## src/rtl/if_stage_pkg.sv

```systemverilog
// Fetch-stage constants, slot record and PC helpers shared by if_stage and its buffer.
`ifndef INST_WIDTH
`define INST_WIDTH 32
`endif
`ifndef PC_WIDTH
`define PC_WIDTH 32
`endif
`ifndef INST_NOP
`define INST_NOP 32'h0000_0013
`endif
`ifndef PC_STEP
`define PC_STEP 4
`endif

package if_stage_pkg;
  localparam int INST_WIDTH = `INST_WIDTH;
  localparam int PC_WIDTH   = `PC_WIDTH;
  localparam logic [INST_WIDTH-1:0] INST_NOP = `INST_NOP;
  localparam logic [PC_WIDTH-1:0]   PC_STEP  = PC_WIDTH'(`PC_STEP);

  // Requests squashed by repeated redirects can pile up in memory, so this is wider than DEPTH needs.
  localparam int DISC_W = 8;

  typedef struct packed {
    logic                  valid;
    logic                  filled;
    logic [PC_WIDTH-1:0]   pc;
    logic [INST_WIDTH-1:0] ir;
  } slot_t;

  function automatic logic [PC_WIDTH-1:0] align_pc(input logic [PC_WIDTH-1:0] pc);
    return {pc[PC_WIDTH-1:2], 2'b00};
  endfunction
endpackage

```

## src/rtl/if_inst_buf.sv

```systemverilog
// In-order instruction buffer: slots are allocated at grant time and filled as responses return.
module if_inst_buf
  import if_stage_pkg::*;
#(
  parameter int DEPTH = 2,
  localparam int PTR_W = $clog2(DEPTH)
) (
  input  logic                  clk,
  input  logic                  rst_n,
  input  logic                  flush,
  input  logic                  alloc,
  input  logic [PC_WIDTH-1:0]   alloc_pc,
  input  logic                  fill,
  input  logic [INST_WIDTH-1:0] fill_ir,
  input  logic                  pop,
  output logic                  head_valid,
  output logic [PC_WIDTH-1:0]   head_pc,
  output logic [INST_WIDTH-1:0] head_ir,
  output logic [PTR_W:0]        filled_count
);
  slot_t            slots [DEPTH];
  slot_t            head;
  logic [PTR_W:0]   alloc_ptr, fill_ptr, head_ptr;
  logic [PTR_W-1:0] alloc_idx, fill_idx, head_idx;

  assign alloc_idx = alloc_ptr[PTR_W-1:0];
  assign fill_idx  = fill_ptr[PTR_W-1:0];
  assign head_idx  = head_ptr[PTR_W-1:0];

  assign head         = slots[head_idx];
  assign head_valid   = head.valid && head.filled;
  assign head_pc      = head_valid ? head.pc : '0;
  assign head_ir      = head_valid ? head.ir : INST_NOP;
  assign filled_count = fill_ptr - head_ptr;

  // Alloc is written last so a full buffer can reuse the slot being popped in the same cycle.
  always_ff @(posedge clk) begin
    if (!rst_n || flush) begin
      alloc_ptr <= '0;
      fill_ptr  <= '0;
      head_ptr  <= '0;
      for (int i = 0; i < DEPTH; i++) begin
        slots[i] <= '{valid: 1'b0, filled: 1'b0, pc: '0, ir: INST_NOP};
      end
    end else begin
      if (pop) begin
        slots[head_idx].valid  <= 1'b0;
        slots[head_idx].filled <= 1'b0;
        head_ptr <= head_ptr + (PTR_W+1)'(1);
      end
      if (fill) begin
        slots[fill_idx].filled <= 1'b1;
        slots[fill_idx].ir     <= fill_ir;
        fill_ptr <= fill_ptr + (PTR_W+1)'(1);
      end
      if (alloc) begin
        slots[alloc_idx] <= '{valid: 1'b1, filled: 1'b0, pc: alloc_pc, ir: INST_NOP};
        alloc_ptr <= alloc_ptr + (PTR_W+1)'(1);
      end
    end
  end
endmodule

```

## src/rtl/if_stage.sv

```systemverilog
// Instruction fetch stage: owns the fetch PC, issues in-order imem requests and feeds decode.
module if_stage
  import if_stage_pkg::*;
#(
  parameter logic [PC_WIDTH-1:0] RESET_PC = 32'h0000_0000,
  parameter int                  DEPTH    = 2
) (
  input  logic                  clk,
  input  logic                  rst_n,
  output logic                  imem_req,
  output logic [PC_WIDTH-1:0]   imem_addr,
  input  logic                  imem_gnt,
  input  logic                  imem_rvalid,
  input  logic [INST_WIDTH-1:0] imem_rdata,
  input  logic                  redirect_valid,
  input  logic [PC_WIDTH-1:0]   redirect_pc,
  output logic                  id_valid,
  input  logic                  id_ready,
  output logic [INST_WIDTH-1:0] id_ir,
  output logic [PC_WIDTH-1:0]   id_pc
);
  localparam int CNT_W = $clog2(DEPTH) + 1;

  logic [PC_WIDTH-1:0] fetch_pc;
  logic [CNT_W-1:0]    outstanding;
  logic [CNT_W-1:0]    filled_count;
  logic [DISC_W-1:0]   discard;
  logic [CNT_W:0]      slots_used;
  logic                fire, rsp_drop, rsp_fill, pop;

  assign rsp_drop = imem_rvalid && (discard != '0);
  assign rsp_fill = imem_rvalid && (discard == '0) && (outstanding != '0);
  assign pop      = id_valid && id_ready && !redirect_valid;

  // Filled slots plus outstanding requests equals allocated slots; a pop hands its slot to this grant.
  assign slots_used = {1'b0, filled_count} + {1'b0, outstanding} - {{CNT_W{1'b0}}, pop};
  assign imem_req   = rst_n && !redirect_valid && (slots_used < (CNT_W+1)'(DEPTH));
  assign imem_addr  = fetch_pc;
  assign fire       = imem_req && imem_gnt;

  always_ff @(posedge clk) begin
    if (!rst_n) begin
      fetch_pc    <= RESET_PC;
      outstanding <= '0;
      discard     <= '0;
    end else if (redirect_valid) begin
      fetch_pc    <= align_pc(redirect_pc);
      outstanding <= '0;
      discard     <= discard - DISC_W'(rsp_drop) + DISC_W'(outstanding) - DISC_W'(rsp_fill);
    end else begin
      if (fire) fetch_pc <= fetch_pc + PC_STEP;
      outstanding <= outstanding + CNT_W'(fire) - CNT_W'(rsp_fill);
      discard     <= discard - DISC_W'(rsp_drop);
    end
  end

  if_inst_buf #(.DEPTH(DEPTH)) u_buf (
    .clk          (clk),
    .rst_n        (rst_n),
    .flush        (redirect_valid),
    .alloc        (fire),
    .alloc_pc     (fetch_pc),
    .fill         (rsp_fill),
    .fill_ir      (imem_rdata),
    .pop          (pop),
    .head_valid   (id_valid),
    .head_pc      (id_pc),
    .head_ir      (id_ir),
    .filled_count (filled_count)
  );

  // A response nobody asked for is dropped; flag it so the memory side gets fixed.
  unexpected_rvalid: assert property (@(posedge clk) disable iff (!rst_n)
    !(imem_rvalid && (discard == '0) && (outstanding == '0)));
endmodule

```

## config.mk

```make
export PLATFORM = sky130hd
export DESIGN_NAME = if_stage
export DESIGN_NICKNAME = d
export VERILOG_FILES = /design/src/rtl/if_stage_pkg.sv /design/src/rtl/if_inst_buf.sv /design/src/rtl/if_stage.sv
export SDC_FILE = /design/constraint.sdc
export NUM_CORES = 1
export LEC_CHECK = 0
export CELL_PAD_IN_SITES_DETAIL_PLACEMENT = 0
export CELL_PAD_IN_SITES_GLOBAL_PLACEMENT = 1
export CORE_MARGIN = 1
export CORE_UTILIZATION = 30
export CTS_CLUSTER_SIZE = 8
export DETAILED_ROUTE_END_ITERATION = 7
export GPL_ROUTABILITY_DRIVEN = 1
export PLACE_DENSITY_LB_ADDON = 0.12
export REMOVE_ABC_BUFFERS = 1
export SYNTH_ARGS = -nofsm -noshare
export SYNTH_HDL_FRONTEND = slang
export SYNTH_HIERARCHICAL = 1
export SYNTH_SLANG_ARGS = --single-unit
```

## constraint.sdc

```tcl
create_clock -name clk -period 9.1 [get_ports clk]
set_input_delay 2.275 -clock clk [delete_from_list [all_inputs] [get_ports clk]]
set_output_delay 2.275 -clock clk [all_outputs]
set_load 0.05 [all_outputs]
```

; Yosys cells after proc, flatten, opt, wreduce, memory -nomap -nowiden
; Memories as Yosys holds them, arrays and structs flattened. A register that Yosys moved wholly into a read port is not among the register bits.
; Cells that the tools add are included.
; W data, S select, Z words.
[op_classes]
n_mux = 24
add_sub_neg = 12
order_cmp = 1
n_reduce_logical = 19
bitwise = 1
[ops]
columns = cell, n
row1 = $mux W66, 2
row2 = $reduce_or A66 Y1, 2
row3 = $mux W32, 4
row4 = $add A32 B3 Y32 const B, 1
row5 = $sub A8 B1 Y8, 2
row6 = $mux W1, 15
row7 = $logic_and A1 B1 Y1, 9
row8 = $add A8 B2 Y8, 1
row9 = $logic_not A8 Y1, 1
row10 = $mux W8, 1
row11 = $reduce_bool A8 Y1, 1
row12 = $add A2 B1 Y2 const B, 3
row13 = $mux W2, 2
row14 = $reduce_bool A2 Y1, 2
row15 = $add A2 B2 Y3, 1
row16 = $lt A3 B2 Y1 const B, 1
row17 = $sub A3 B1 Y3, 1
row18 = $add A2 B1 Y2, 1
row19 = $logic_not A1 Y1, 2
row20 = $reduce_or A2 Y1, 1
row21 = $sub A2 B1 Y2, 1
row22 = $sub A2 B2 Y2, 1
row23 = $logic_or A1 B1 Y1, 1
row24 = $not A1 Y1, 1
[word_totals]
output_inout_bits = 98
n_memories = 1
ramBits = 132
in_bits = 70
register_bits = 48
[memory_table]
columns = name, depth, word_bits, read_ports, rd_ports_with_merged_regs, wr, line_no
row1 = u_buf.slots, 2, 66, 1, 1, 3, if_inst_buf.sv:21  ; slot_t slots [DEPTH];

; Logic depth before layout (Yosys ltp)
[logic_depth]
word_depth = 10
depth_mapped = 19

; Cells and area by module
; Netlist, hierarchy kept.
[by_module_without_submodules]
columns = mod, instances, area_each_um2, cells_each, seq_area_each_um2
row1 = if_inst_buf, 1, 6060.8, 610, 3403.3
row2 = if_stage, 1, 2712.6, 333, 800.8

; Worst setup path before layout
; Ideal clock, no wire load.
[synth_timing]
path_type = input-to-output
from = input port redirect_valid
to = output port imem_req
n_path_buf = 2
required_time_ps = 6825
arrival_ps = 4655
cell_stages = 9
path_slack_ps = 2170
path_cell_list = inv_1 > clkbuf_1 > clkbuf_1 > and3_1 > ha_1 > nor2b_1 > fa_1 > nor3b_4 > and2_1
[synth_between]
elab_chain_len = 5
elab_cells_between_ends = 6
classes_between = 1 x add/sub / 1 x order compare / 4 x reduce/logical
[synth_rtl]
columns = element, line_no
row1 = "start, declared", if_stage.sv:15  ; input logic redirect_valid,
row2 = $logic_not A1 Y1, if_stage.sv:33  ; assign pop = id_valid && id_ready && !redirect_valid;
row3 = $logic_and A1 B1 Y1, if_stage.sv:33
row4 = named net pop, if_stage.sv:29  ; logic fire, rsp_drop, rsp_fill, pop;
row5 = $sub A3 B1 Y3, if_stage.sv:36  ; assign slots_used = {1'b0, filled_count} + {1'b0, outstanding} - {{CNT_W{1'b0}}, pop};
row6 = $lt A3 B2 Y1, if_stage.sv:37  ; assign imem_req = rst_n && !redirect_valid && (slots_used < (CNT_W+1)'(DEPTH));
row7 = $logic_and A1 B1 Y1, if_stage.sv:37
row8 = "end, declared", if_stage.sv:10  ; output logic imem_req,
; The timed path passes the listed nets, and every way through them passes these cells.

; Final worst setup path
[layout_timing]
from = input port id_ready
to = output port imem_req
[layout_between]
elab_chain_len = 5
[layout_rtl]
columns = element, line_no
row1 = "start, declared", if_stage.sv:18  ; input logic id_ready,
row2 = $logic_and A1 B1 Y1 (2 in series), if_stage.sv:33
row3 = named net pop, if_stage.sv:29
row4 = $sub A3 B1 Y3, if_stage.sv:36
row5 = $lt A3 B2 Y1, if_stage.sv:37
row6 = $logic_and A1 B1 Y1, if_stage.sv:37
; The timed path passes the listed nets, and every way through them passes these cells.

==> parameters.txt <==
Parameter                              Value

Status
  Outcome    complete, no violations

Floorplanning
  Standard-cell rows    62
  Chip Height    173 um
  Die width    173 um
  Core region area    28,700 um^2
  Starting Density    0.306
  Top-level I/O count    168
  Total die area    29,900 um^2

Setup path
  CP dominant cell by count    sky130_fd_sc_hd__clkdlybuf4s50_1
  Chain of cells forming the critical path    clkdlybuf4s50_1, and3_1, ha_1, nor2b_1, fa_1, nor3b_4, and2_1, clkdlybuf4s50_1
  Critical-path cell with the highest stage delay    sky130_fd_sc_hd__clkdlybuf4s50_1
  Highest net fanout along the worst path    4
  Setup Crit Path Kind    in2out
  Required @ worst endpoint    6.83 ns
  Arrival time at the worst endpoint    5.00 ns
  Worst setup path startpoint    id_ready
  CP max stage delay    0.79 ns
  Type of element capturing the critical path    output pin
  Startpoint type of the worst setup path    input pin

Global routing
  Via count of the first global-routing pass    6,815
  Global route total overflow    0
  Number of antenna violations at the first check in global routing    1
  Aggregate global-route resource usage    0.172
  Maximum number of pins on one net before global-route repair    63
  First-pass GRT wire length    39,800 um

Synth
  Synthesized instance count    943
  Adder and majority gate portion of the synthesized area    0.0311
  Cells taking the most area after synthesis    sky130_fd_sc_hd__dfxtp_1 (26%), sky130_fd_sc_hd__edfxtp_1 (22%), sky130_fd_sc_hd__mux2i_1 (7.5%)
  Main combinational cell family by area after synthesis    simple AND/OR/NAND/NOR gates
  Yosys synthesis warning count    6
  Multiplexer share of the synthesized area    0.0843
  Mean instance size in the synthesized netlist    9.30 um^2
  Synth top area share    0.260
  FF+latch count, synth    178
  Number of flops mapped to enable cells by yosys    64
  Synthesized-area fraction occupied by ao, oa, aoi and oai cells    0.0878
  Fraction of registers with async set or reset after synthesis    0
  Cell area after synthesis    8770 um^2
  Area leader, netlist    sky130_fd_sc_hd__dfxtp_1
  Number of library cell types mapped by synthesis    70
  Share of synthesized cell area in and, or, nand and nor gates    0.238
  Xor/xnor share of the synthesized area    0.0240
  Leading register cell type out of synthesis    sky130_fd_sc_hd__dfxtp_1
  Sequential area share after synthesis    0.479

Route
  Via count    6,954
  Routed length per instance    17.1 um
  Final antenna-violating net count    0
  Drt pass-1 iters    4
  Overall routed net length    25,200 um
  Remaining routing DRC violations    0
  Average via count per standard cell    4.71
  Drt initial violations    401

Timing
  Number of hold-slack violations in the final timing report    0
  Clock Skew    0.0330 ns
  Timing-limited maximum frequency    137 MHz
  Post-route worst hold slack    0.454 ns
  Min cycle time layout    7.28 ns
  Setup repair after global routing missed its margin    no
  Slew at the pin with the worst max-slew slack    1.21 ns
  Share of the clock period used by the worst path after layout    0.800
  Total negative setup slack    0 ns
  Number of setup violations in the final report    0
  Max-slew violation count    0
  Slew HR    0.184

Cells and area
  Area delta synth->final    27.4%
  Reg area    4210 um^2
  End-of-flow core utilization    0.389
  Area of the multi-input gates    4120 um^2
  Number of inserted filler cells in the final layout    2,946
  Net count of the finished layout    1,170
  Share of post-route cells with drive strength above 1    0.0631
  Most common cell after layout, fill and taps aside    sky130_fd_sc_hd__nand2_1
  # diodes    0
  Most used cells in the layout excluding fill and tap cells    sky130_fd_sc_hd__nand2_1 (172), sky130_fd_sc_hd__clkdlybuf4s50_1 (162), sky130_fd_sc_hd__dfxtp_1 (113)

Clock network
  Root Buffer Master    sky130_fd_sc_hd__clkbuf_16
  CTS tree    yes
  Worst-path clk slew    0.07 ns
  Number of buffers between clock root and the deepest sink    2
  Count of cells resized by post-cts repair    0
  CTS sink count    178
  Insertion delay to the later sink of the worst-skew pair    0.44 ns
  Num CTS Buffers    17
  Number of H-tree levels    4
  Number of hold buffers added after CTS    0
  Post-CTS repair timing setup buffer count    0

Hold path
  Min-delay worst type    reg2reg
  Hold path start    u_buf/slots[1][28]$_SDFFE_PN0P_

Placed design
  Half-perimeter wire length after placement    15,500 um
  Routability-driven placement congestion ratio    0.722
  Number of buffer cells added on primary ports    163

Job
  Max Cap Violations    0

Pwr
  Total chip power    2.03 mW
  Maximum resistive drop on vdd    0.121 mV
  Leak pwr    3.80 nW
  Power density normalized to cell area    181 nW/um^2
-- metal layers --
metal  GRT usage  vias up  wire length [um]
met5           0        -                 0
met4      0.0347        0               127
met3      0.0339       11               780
met2       0.286      146             11800
met1       0.233     3317             12500
li1            -     3480                 -
-- stage by stage --
step / setup WS (ns) / std cells / cell area (um^2)
after floorplan: -0.859 / 889 / 8420
after global placement: 1.81 / 1446 / 10600
after detailed placement: 1.81 / 1446 / 10600
after CTS: 1.81 / 1478 / 11200
after global routing: 1.71 / 1478 / 11200
final: 1.82 / 1478 / 11200
-- state kept, by name, indices dropped and copies added (netlist names), named ones only --
register         cells
discard              8
u_buf/fill_ptr       2
u_buf/alloc_ptr      1
u_buf/slots        132
u_buf/head_ptr       2
outstanding          2
imem_addr           30
-- path summary, 6_finish.rpt --
check / end / cells after the start / slack (ns)
max: imem_req / 8 / 1.82
min: u_buf/slots[1][28]$_SDFFE_PN0P_ / 2 / 0.45
max reg2reg: u_buf/slots[1][61]$_DFFE_PP_ / 13 / 4.10
min reg2reg: u_buf/slots[1][28]$_SDFFE_PN0P_ / 2 / 0.45
-- logic make-up (layout without fill, tap and decap cells) --
| group | after synthesis | after routing |
|---|---|---|
| and+or+nand+nor | 424 | 424 |
| DFF | 178 | 178 |
| AOI/OAI and AO/OA | 134 | 134 |
| buffers and inverters | 88 | 234 |
| muxes | 73 | 73 |
| xor gates and xnor gates | 24 | 24 |
| adders and majority gates | 21 | 21 |
| other | 1 | 6 |
-- worst max-delay path: cells and delay by family --
family        cells  cell delay, ns
fa+ha+maj         2            0.71
simple gates      4            0.76
buf+inv           2            1.26
-- cells in the mapped netlist (all sizes together), types with 8 or more instances --
master and n:
nor3 9, a21oi 93, nand4 9, and3 8, nand2 173, nand2b 8
xnor2 17, and2 69, mux2i 66, nor2 96, ha 17, buf 41
dfxtp 114, edfxtp 64, inv 27, nand3 21, clkbuf 18
-- power breakdown --
| group | switching (mW) | internal (mW) |
|---|---|---|
| Sequential | 0.0297 | 0.857 |
| Clock | 0.345 | 0.369 |
| Combinational | 0.234 | 0.194 |
| Total | 0.608 | 1.42 |
-- cell type report --
class,instances,area share
sequential,178,0.376
multi-input combinational,682,0.369
timing repair buffer,173,0.152
tap,384,0.0430
clock buffer,19,0.0397
clock inverter,13,0.00996
inverter,29,0.00974
Power figures use the tool's default switching activity.
